<file path="config.mk">
export PLATFORM = sky130hd
export DESIGN_NAME = mux4_rr_arbiter
export DESIGN_NICKNAME = d
export VERILOG_FILES = /design/src/rtl/mux4_rr_arbiter.sv
export SDC_FILE = /design/constraint.sdc
export NUM_CORES = 1
export LEC_CHECK = 0
export CORE_UTILIZATION = 35
export DETAILED_ROUTE_END_ITERATION = 12
export PLACE_DENSITY_LB_ADDON = 0.3
export SYNTH_ARGS = -nofsm -noshare
export SYNTH_HDL_FRONTEND = slang
export SYNTH_SLANG_ARGS = --single-unit
</file>
<file path="constraint.sdc">
create_clock -name clk -period 3.2 [get_ports clk]
set_input_delay 0.64 -clock clk [delete_from_list [all_inputs] [get_ports clk]]
set_output_delay 0.64 -clock clk [all_outputs]
set_load 0.01 [all_outputs]
</file>
<file path="src/rtl/mux4_rr_arbiter.sv">
// Round-robin arbiter that shares one 4:1 data mux between four packet producers.
// The mux select is locked onto the winner until its last beat is accepted downstream.
module mux4_rr_arbiter #(
  parameter int WIDTH = 8
) (
  input  logic             clk,
  input  logic             rst_n,
  input  logic [3:0]       req,
  input  logic [3:0]       last,
  input  logic [WIDTH-1:0] din0,
  input  logic [WIDTH-1:0] din1,
  input  logic [WIDTH-1:0] din2,
  input  logic [WIDTH-1:0] din3,
  input  logic             out_ready,
  output logic [3:0]       gnt,
  output logic [1:0]       sel,
  output logic             out_valid,
  output logic [WIDTH-1:0] out_data,
  output logic             out_last,
  output logic             dbg_state
);

  typedef enum logic {IDLE = 1'b0, BUSY = 1'b1} state_t;

  state_t     state_q;
  logic [3:0] gnt_q;
  logic [1:0] sel_q;
  logic [1:0] ptr_q;

  logic       found;
  logic [1:0] pick;
  logic [1:0] cand;
  logic       xfer_last;

  // Rotating priority search starting at ptr_q.
  always_comb begin
    found = 1'b0;
    pick  = ptr_q;
    cand  = ptr_q;
    for (int k = 0; k < 4; k++) begin
      cand = ptr_q + 2'(k);
      if (!found && req[cand]) begin
        found = 1'b1;
        pick  = cand;
      end
    end
  end

  always_comb begin
    case (sel_q)
      2'd0:    out_data = din0;
      2'd1:    out_data = din1;
      2'd2:    out_data = din2;
      default: out_data = din3;
    endcase
  end

  // Handshake: a beat moves when out_valid & out_ready are both high at a rising edge;
  // the granted producer holds req/last/din stable until then, and out_valid never
  // depends on out_ready.
  assign out_valid = (state_q == BUSY) & req[sel_q];
  assign out_last  = out_valid & last[sel_q];
  assign xfer_last = out_valid & out_ready & out_last;

  always_ff @(posedge clk or negedge rst_n) begin
    if (!rst_n) begin
      state_q <= IDLE;
      gnt_q   <= 4'b0000;
      sel_q   <= 2'd0;
      ptr_q   <= 2'd0;
    end else begin
      case (state_q)
        IDLE: begin
          if (found) begin
            state_q <= BUSY;
            sel_q   <= pick;
            gnt_q   <= 4'b0001 << pick;
          end
        end
        BUSY: begin
          // sel_q is left alone on release so the mux stays quiet through the bubble.
          if (xfer_last) begin
            state_q <= IDLE;
            gnt_q   <= 4'b0000;
            ptr_q   <= sel_q + 2'd1;
          end
        end
        default: state_q <= IDLE;
      endcase
    end
  end

  assign gnt       = gnt_q;
  assign sel       = sel_q;
  assign dbg_state = (state_q == BUSY);

endmodule

</file>
==> reports/qor.yml <==
synth:
  synth_cell_types: 26
  synth_edf_count: 0
  syn_inst: 81
  yosysWarningCount: 0
  netlist_top_cells_count: "inv_1 (12), mux2i_1 (11), dfrtp_1 (9)"
  syn-num-nets: 128
  yosys.area.top_type: "dfrtp_1"
  syn_area_um2: 772
  synth_area_leaders: "dfrtp_1 (29%), mux2i_1 (14%), a222oi_1 (10%)"
  syn_area_per_cell_um2: 9.53
  synthArstFlopShare_pct: 100
  synth.most_common_cell: "inv_1"
  synth_ff_type: "dfrtp_1"
  synth_top_area_share_pct: 29.2
  ys_ff_latch: 9
  synth-seq-area-share_pct: 29.2
clock_tree:
  clock_sinks: 9
  cts_root_buffer: "clkbuf_4"
  clockBufferDepth: 2
  clk-insertion-delay-late_ns: 0.26
  ctsResizeCount: 0
  clkTransAtPathRegs_ns: 0.06
  cts_tree: "done"
  cts-buffers-inserted: 3
  postCtsSetupRepairBufs: 0
  cts_max_level: 1
  cts_hold_buffers: 0
die:
  dieArea_um2: 2400
  initial_core_util_pct: 38.2
  dieWidth_um: 49.0
  core_area_um2: 2020
  io_pins: 60
  die_h_um: 49.0
  rows: 16
routing:
  wl_per_cell_um: 13.6
  drtIter0Drc: 40
  dr_wl_met2_mm: 1.08
  routedLengthMet1_mm: 1.00
  wl_met3_um: 171
  vias: 866
  routed_wl_mm: 2.26
  route.detailed.drc: 0
  ant_nets: 0
  routed.top_layer: "met4"
  firstDrtPassIters: 4
  routed_via_density: 5.22
timing:
  timing.final.crit_share_pct: 89.9
  worst_pin_slew_ns: 0.475
  finalCriticalPeriod_ns: 2.88
  final.setup.tns_ns: 0
  hold_violations: 0
  setup_viol: 0
  maxSlewHeadroom_pct: 68.4
  fmaxAchievable_mhz: 348
  drv_slew: 0
  rsz0062_at_grt: "no"
  skew_ns: 0.00777
worst_setup_path:
  slowest_delay_ns: 0.59
  timing.rr.start: "sel[0]"
  cp.arrival_ns: 2.24
  critical_path.cell_chain: "clkdlybuf4s50_1 -> mux2i_1 -> o22ai_1 -> and2_1 -> clkdlybuf4s50_1"
  crit_end: "out_last"
  reg2reg_depth: 3
  worstSetupStartpointType: "input pin"
  cp_common_cell: "clkdlybuf4s50_1"
  crit_path_max_fanout: 8
  critPathSlowestCell: "clkdlybuf4s50_1"
  reg2reg_slack_ns: 1.34
  crit_type: "input pin to output port"
  end_kind: "output port"
  crit_path_start: "req[3]"
  r2r-end: "ptr_q[1]"
  required_ns: 2.56
placed_design:
  place.gp.congestion: 0.772
  dp_hpwl_mm: 1.83
  placed_cell_area_um2: 1370
  port_buffers: 59
power_and_ir_drop:
  leakage_nw: 0.599
  vdd_drop_max_mv: 0.515
  p_per_area_nw_per_um2: 738
  fin_total_pwr_mw: 1.03
cells_and_area:
  fin_nets: 187
  fin_area_um2: 1400
  diodes: 0
  drive_gt1_share_pct: 4.32
  area_delta_synth_final_pct: 80.9
  fillers: 154
grt:
  antenna_found_initial: 0
  grt-ovfl-total: 0
  grt_pass1_wl_mm: 3.90
  grt_pass1_vias: 918
  groute.usage.overall_pct: 20.5
  grt_max_degree: 10
hold_path:
  min_path_type: "flop to flop"
flow_run:
  cap_violations: 0
outcome:
  status: "complete, no violations"
[through the flow]
stage / std cells / hold slack (ns) / setup slack, ns / util [%]
after floorplan: 81 / 0.344 / 1.16 / -
after global placement: 162 / 0.510 / 0.345 / 67.8
after detailed placement: 162 / 0.514 / 0.334 / 67.8
after CTS: 166 / 0.531 / 0.316 / 69.1
after global routing: 166 / 0.551 / 0.205 / 69.1
final: 166 / 0.530 / 0.323 / 69.1
[cell usage in the layout (no fill, tap or decap), drive strengths merged]
cell type	count
nand2b	2
o21a	1
and3b	2
nor3	1
ha	4
mux4	1
or4	1
nand3	1
a2111o	1
o21ai	3
nand2	3
mux2	1
a222oi	8
nor2	1
o221a	1
dfrtp	9
o221ai	1
clkbuf	4
mux2i	11
nor2b	2
and2	1
a21oi	4
o22ai	1
a32o	4
clkdlybuf4s50	59
inv	12
[sequential cells by signal (all words and copies together) (netlist names)]
| signal | flops |
|---|---|
| sel | 2 |
| ptr_q | 2 |
| dbg_state | 1 |
| gnt | 4 |
[metal layers]
metal | vias up | track usage [%]
met1 | 398 | 24.8
met3 | 2 | 4.05
met2 | 37 | 36.8
met4 | 0 | 5.39
li1 | 429 | -
met5 | - | 0
[area by class of cell]
| class | count | area, um^2 | area share [%] |
|---|---|---|---|
| timing repair buffer | 59 | 591 | 42.3 |
| sequential | 9 | 225 | 16.1 |
| multi-input combinational | 55 | 475 | 34.1 |
| clock buffer | 4 | 26.3 | 1.88 |
| inverter | 12 | 45.0 | 3.23 |
| tap | 27 | 33.8 | 2.42 |
[cells by family after synthesis]
| family | after synthesis | synth area share (%) |
|---|---|---|
| muxes | 13 | 18.6 |
| DFF | 9 | 29.2 |
| adders and majority gates | 4 | 6.48 |
| buffers and inverters | 17 | 9.24 |
| AOI/OAI and AO/OA | 24 | 25.9 |
| and+or+nand+nor | 14 | 10.5 |
[worst max-delay path, delay by kind of cell]
kind	cells	cell delay, ns
and+or+nand+nor	1	0.15
buffers and inverters	2	1.11
muxes	1	0.11
AOI/OAI and AO/OA	1	0.21
[where the power goes]
group	internal, mW	switching [mW]	total (mW)
combinational	0.428	0.302	0.730
clock	0.0478	0.0361	0.0839
sequential	0.156	0.0604	0.217
total	0.632	0.398	1.03
[how the worst min path moves through the flow]
stage	end	slack [ns]	start	cells after the start
after CTS	gnt[2]	0.53	gnt[2]	1
after floorplan	dbg_state	0.34	rst_n	0
after global placement	gnt[3]	0.51	gnt[3]	1
after detailed placement	gnt[1]	0.51	gnt[1]	1
after global routing	gnt[1]	0.55	gnt[1]	1
final	gnt[1]	0.53	gnt[1]	1
(Power assumes the default switching activity.)
